<file path="src/rtl/comb_sweep_tester_pkg.sv">
// comb_sweep_tester_pkg: shared state encoding, widths, MISR constants and MISR step
package comb_sweep_tester_pkg;
   typedef enum logic [1:0] {S_IDLE, S_SETTLE, S_CHECK, S_DONE} state_t;
   localparam int VEC_W = 6;
   localparam int Y_W   = 5;
   localparam int SIG_W = 16;
   localparam logic [SIG_W-1:0] MISR_POLY = 16'h1021;
   localparam logic [SIG_W-1:0] MISR_SEED = 16'hFFFF;
   localparam logic [VEC_W-1:0] LAST_VEC  = 6'd63;
   function automatic logic [SIG_W-1:0] misr_step(input logic [SIG_W-1:0] sig, input logic [Y_W-1:0] y);
      return {sig[SIG_W-2:0], 1'b0} ^ (sig[SIG_W-1] ? MISR_POLY : '0) ^ {{(SIG_W-Y_W){1'b0}}, y};
   endfunction
endpackage

</file>
<file path="src/rtl/comb_sweep_tester_golden.sv">
// comb_golden: reference model of the six-input / five-output function unit
module comb_golden
   import comb_sweep_tester_pkg::*;
(
   input  logic [VEC_W-1:0] i_vec,
   output logic [Y_W-1:0]   o_y
);
   logic w_a, w_b, w_c, w_d, w_e, w_f;
   assign {w_a, w_b, w_c, w_d, w_e, w_f} = i_vec;
   assign o_y[4] = (w_a & w_b) | (w_c & w_d);
   assign o_y[3] = ((w_a & w_b & w_c) | (w_d & w_e)) & w_f;
   assign o_y[2] = ~((w_a | ~w_b) & ((w_c & w_d) | w_e));
   assign o_y[1] = (~w_a & w_d) | (w_b & w_d);
   assign o_y[0] = (w_c & ~w_d) | (~w_b & ~w_d) | (w_a & w_b & ~w_c & w_d);
endmodule

</file>
<file path="src/rtl/comb_sweep_tester.sv">
// comb_sweep_tester: sweeps all 64 input vectors, checks responses, keeps error stats and MISR
module comb_sweep_tester
   import comb_sweep_tester_pkg::*;
#(
   parameter int unsigned SETTLE_CYCLES = 2
) (
   input  logic             clk,
   input  logic             rst_n,
   input  logic             start,
   output logic [VEC_W-1:0] dut_in,
   input  logic [Y_W-1:0]   dut_y,
   output logic             busy,
   output logic             done,
   output logic             pass,
   output logic [6:0]       err_count,
   output logic [VEC_W-1:0] first_fail_vec,
   output logic [Y_W-1:0]   first_fail_y,
   output logic [SIG_W-1:0] signature
);
   state_t           r_state, w_next;
   logic [3:0]       r_cnt;
   logic [VEC_W-1:0] r_vec;
   logic [6:0]       r_err;
   logic [VEC_W-1:0] r_ffv;
   logic [Y_W-1:0]   r_ffy;
   logic [SIG_W-1:0] r_sig;
   logic             r_busy, r_done;
   logic [Y_W-1:0]   w_exp;
   logic             w_accept, w_settle_end, w_last, w_mismatch;

   comb_golden u_golden (.i_vec(r_vec), .o_y(w_exp));

   assign w_accept     = start && (r_state == S_IDLE || r_state == S_DONE);
   assign w_settle_end = r_cnt == 4'(SETTLE_CYCLES - 1);
   assign w_last       = r_vec == LAST_VEC;
   assign w_mismatch   = dut_y != w_exp;

   assign dut_in         = r_vec;
   assign busy           = r_busy;
   assign done           = r_done;
   assign pass           = r_done && (r_err == '0);
   assign err_count      = r_err;
   assign first_fail_vec = r_ffv;
   assign first_fail_y   = r_ffy;
   assign signature      = r_sig;

   // state register
   always_ff @(posedge clk or negedge rst_n) begin
      if (!rst_n) r_state <= S_IDLE;
      else        r_state <= w_next;
   end

   // next-state: start accepted only when idle or finished, one CHECK cycle per vector
   always_comb begin
      w_next = r_state;
      case (r_state)
         S_IDLE, S_DONE: if (start) w_next = S_SETTLE;
         S_SETTLE:       if (w_settle_end) w_next = S_CHECK;
         S_CHECK:        w_next = w_last ? S_DONE : S_SETTLE;
         default:        w_next = S_IDLE;
      endcase
   end

   // datapath: stimulus, settle counter, error capture, MISR and registered status flags
   always_ff @(posedge clk or negedge rst_n) begin
      if (!rst_n) begin
         r_cnt  <= '0;
         r_vec  <= '0;
         r_err  <= '0;
         r_ffv  <= '0;
         r_ffy  <= '0;
         r_sig  <= '0;
         r_busy <= 1'b0;
         r_done <= 1'b0;
      end else begin
         r_busy <= (w_next == S_SETTLE) || (w_next == S_CHECK);
         r_done <= w_next == S_DONE;
         if (w_accept) begin
            r_cnt <= '0;
            r_vec <= '0;
            r_err <= '0;
            r_ffv <= '0;
            r_ffy <= '0;
            r_sig <= MISR_SEED;
         end else if (r_state == S_SETTLE) begin
            r_cnt <= w_settle_end ? 4'd0 : r_cnt + 4'd1;
         end else if (r_state == S_CHECK) begin
            r_cnt <= '0;
            r_sig <= misr_step(r_sig, dut_y);
            if (w_mismatch) begin
               r_err <= r_err + 7'd1;
               if (r_err == '0) begin
                  r_ffv <= r_vec;
                  r_ffy <= dut_y;
               end
            end
            if (!w_last) r_vec <= r_vec + VEC_W'(1);
         end
      end
   end
endmodule
</file>
<file path="config.mk">
export PLATFORM = sky130hd
export DESIGN_NAME = comb_sweep_tester
export DESIGN_NICKNAME = d
export VERILOG_FILES = /design/src/rtl/comb_sweep_tester_pkg.sv /design/src/rtl/comb_sweep_tester_golden.sv /design/src/rtl/comb_sweep_tester.sv
export SDC_FILE = /design/constraint.sdc
export NUM_CORES = 1
export LEC_CHECK = 0
export CORE_MARGIN = 2
export CORE_UTILIZATION = 45
export DETAILED_ROUTE_END_ITERATION = 6
export GPL_ROUTABILITY_DRIVEN = 0
export GPL_TIMING_DRIVEN = 0
export PLACE_DENSITY = 0.72
export SYNTH_ARGS = -nofsm -noshare
export SYNTH_HDL_FRONTEND = slang
export SYNTH_HIERARCHICAL = 1
export SYNTH_SLANG_ARGS = --single-unit
</file>
<file path="constraint.sdc">
create_clock -name clk -period 2.4 [get_ports clk]
set_input_delay 0.24 -clock clk [delete_from_list [all_inputs] [get_ports clk]]
set_output_delay 0.24 -clock clk [all_outputs]
set_load 0.02 [all_outputs]
</file>
==> flow_summary.ini <==
[worst_setup_path]
arrival_ns = 1.93
startpoint = err_count[3]
crit_path_start_kind = flip-flop
reg2reg_depth = 8
end_kind = primary output
cp_slowest_cell = clkdlybuf4s50_1
cp.required_ns = 2.16
reg2reg_to = first_fail_vec[0]
path_cells = nor4_2 -> nand3b_1 -> nor2_1 -> clkdlybuf4s50_1
rrSetupSlack_ns = 0.27
critPathMaxFanout = 7
cp-endpoint = pass
max_stage_delay_ns = 0.61
critPathKind = reg2out
r2r-start = dut_in[4]

[min_path]
hp-class = in2async

[grt]
grt.overflow.total = 0
grt_max_degree = 28
grt_pass1_vias = 1907
grt.total_usage_pct = 18.4
antenna_found_initial = 0
grt_first_pass_wirelength_mm = 8.94

[logic_synthesis]
synth_top_cell_by_area = dfrtp_1
ys_top_cells_by_area = dfrtp_1, nor2_1, a22o_1, xnor2_1, ha_1
synthArstFlopShare_pct = 100
ys.flop_type = dfrtp_1
ys_ff_latch = 48
synthCells = 248
synth_top_area_share_pct = 50.1
yosysUniqueCellTypes = 44
ys_seq_area_share_pct = 50.1
yosysWarningCount = 6
syn_nets = 264
syn-cell-area_um2 = 2400
postSynthAreaPerCell_um2 = 9.68
synth_edf_count = 0

[pwr]
ir_worst_vdd_v = 0.000789
p_leak_nw = 1.26
powerDensity_nw_per_um2 = 1290

[placed_design]
dp_hpwl_mm = 3.83
placed_cell_area_um2 = 3000
numPortBuffers = 50
pre_cts_ws_ns = 0.0437

[routing]
first_pass_iters = 4
route.detailed.drc = 0
dr.first_iter.drc_count = 125
postRouteAntennaNets = 0
wire_per_inst_um = 13.8
avgViaCountPerCell = 5.38
routed-via-count = 2038
drt-total-wl_mm = 5.23

[timing]
slew_headroom_pct = 67.9
worst_pin_slew_ns = 0.482
skew_ns = 0.00522
rsz0062_at_grt = false
finalHoldViolations = 0
fmax_mhz = 462
period_minus_slack_ns = 2.17
slew_viol_final = 0
tns_ns = 0
setup_viol = 0
layout_setup_ws_ns = 0.235
timing.final.crit_share_pct = 90.2

[floorplan]
std_cell_rows = 26
die_w_um = 77.0
die_h_um = 77.0
initial_core_util_pct = 46.7
core-area_um2 = 5140
ios = 51
dieArea_um2 = 5930

[finish]
stdcell_area_um2 = 3120
layout-drive-gt1-share_pct = 6.80
fin_nets = 324
diodes = 0
syn_to_final_growth_pct = 29.9
fillerInstances = 468

[clock_network]
clockRootBuffer = clkbuf_8
path_clk_slew_ns = 0.09
postCtsResizedCells = 0
cts_tree = done
htreeDepth = 2
clock_latency_ns = 0.29
cts_max_path_buffers = 2
cts_buffers = 5
clkSinkCount = 48

[flow_run]
cap_violations = 0

[outcome]
status = completed
==> critical path, delay by kind of cell, from the launching register on <==
| family | cells | cell delay, ns |
|---|---|---|
| buffers and inverters | 1 | 0.61 |
| flip-flops | 1 | 0.46 |
| AND/OR/NAND/NOR | 3 | 0.57 |
==> cell families (layout without fill, tap and decap cells) <==
logic type	count (synthesis)	after routing	share of synthesized area, %
AND/OR/NAND/NOR	89	89	18.1
adder cells (fa/ha/maj)	8	8	4.17
flip-flops	48	48	50.1
buffers and inverters	23	84	4.01
XOR/XNOR	12	12	4.38
AO/OA/AOI/OAI	65	65	17.9
multiplexers	3	3	1.30
==> what timing repair did <==
item,CTS,global route
endpoints found under the setup margin,0,10
hold endpoints to repair,21,0
setup buffers,0,1
hold buffers,1,0
==> Yosys cell counts (3+ instances only) <==
cell type,number
a21oi_1,15
a22o_1,12
a31oi_1,7
clkbuf_1,8
dfrtp_1,48
ha_1,8
inv_1,12
nand2_1,16
nand3_1,13
nand4_1,3
nor2_1,37
o211ai_1,5
o21ai_0,9
o21ai_1,3
or3_1,4
or4_1,3
xnor2_1,12
==> layer usage <==
metal  up-vias  part of all wire [%]  global-route usage [%]
met5         -                     0                       0
met4         0                  0.48                    4.11
met3         2                   5.5                    4.47
met2        56                    47                    29.6
met1       985                    47                    25.3
li1        995                     -                       -
==> placed cells by master (no fill, tap or decap), types with 2 or more instances in the layout <==
cell / n
clkdlybuf4s50_1: 49
dfrtp_1: 48
nor2_1: 37
nand2_1: 16
a21oi_1: 15
nand3_1: 13
inv_1: 12
xnor2_1: 12
a22o_1: 12
o21ai_0: 9
clkbuf_1: 8
ha_1: 8
a31oi_1: 7
clkbuf_8: 6
o211ai_1: 5
or3_1: 4
buf_2: 3
o21ai_1: 3
nand4_1: 3
or4_1: 3
nor2b_1: 2
a21o_1: 2
o31ai_1: 2
o22ai_1: 2
mux2i_1: 2
clkinvlp_4: 2
==> through the flow <==
step	total power, mW	hold WS (ns)	utilization, %	cells
4_1_cts	4.03	0.439	60.5	378
2_1_floorplan	2.68	-0.0556	-	248
3_5_place_dp	3.52	0.227	58.4	369
3_3_place_gp	3.48	0.458	58.1	368
6_report	4.01	0.438	60.7	379
5_1_grt	4.33	0.500	60.7	379
==> registers in the layout, indices dropped and copies added, names as in the netlist <==
register / count
err_count: 7
r_cnt: 4
first_fail_y: 5
signature: 16
done: 1
busy: 1
first_fail_vec: 6
r_state: 2
dut_in: 6
==> final cells by class <==
class                      instances  area (um2)  share of cell area [%]
timing repair buffer              53         533                    17.1
inverter                          12        45.0                    1.44
clock inverter                     2        15.0                   0.482
tap                               70        87.6                    2.81
buffer                            11        51.3                    1.65
sequential                        48        1200                    38.5
clock buffer                       6        82.6                    2.65
multi-input combinational        177        1100                    35.4
==> report_power, final <==
| group | switching [mW] | internal, mW | leakage [nW] | total, mW |
|---|---|---|---|---|
| clock | 0.261 | 0.233 | 0.0434 | 0.495 |
| sequential | 0.314 | 1.11 | 0.586 | 1.42 |
| combinational | 1.17 | 0.925 | 0.628 | 2.09 |
| total | 1.74 | 2.27 | 1.26 | 4.01 |
==> worst min path at each step <==
stage / slack, ns / depth (start not counted) / from / to
global route: 0.50 / 2 / rst_n / signature[6]
CTS: 0.44 / 2 / rst_n / signature[7]
floorplan: -0.06 / 0 / rst_n / busy
finish: 0.44 / 2 / rst_n / signature[7]
global placement: 0.46 / 1 / r_cnt[3] / r_cnt[3]
detailed placement: 0.23 / 1 / rst_n / signature[7]
(Power assumes the default switching activity.)
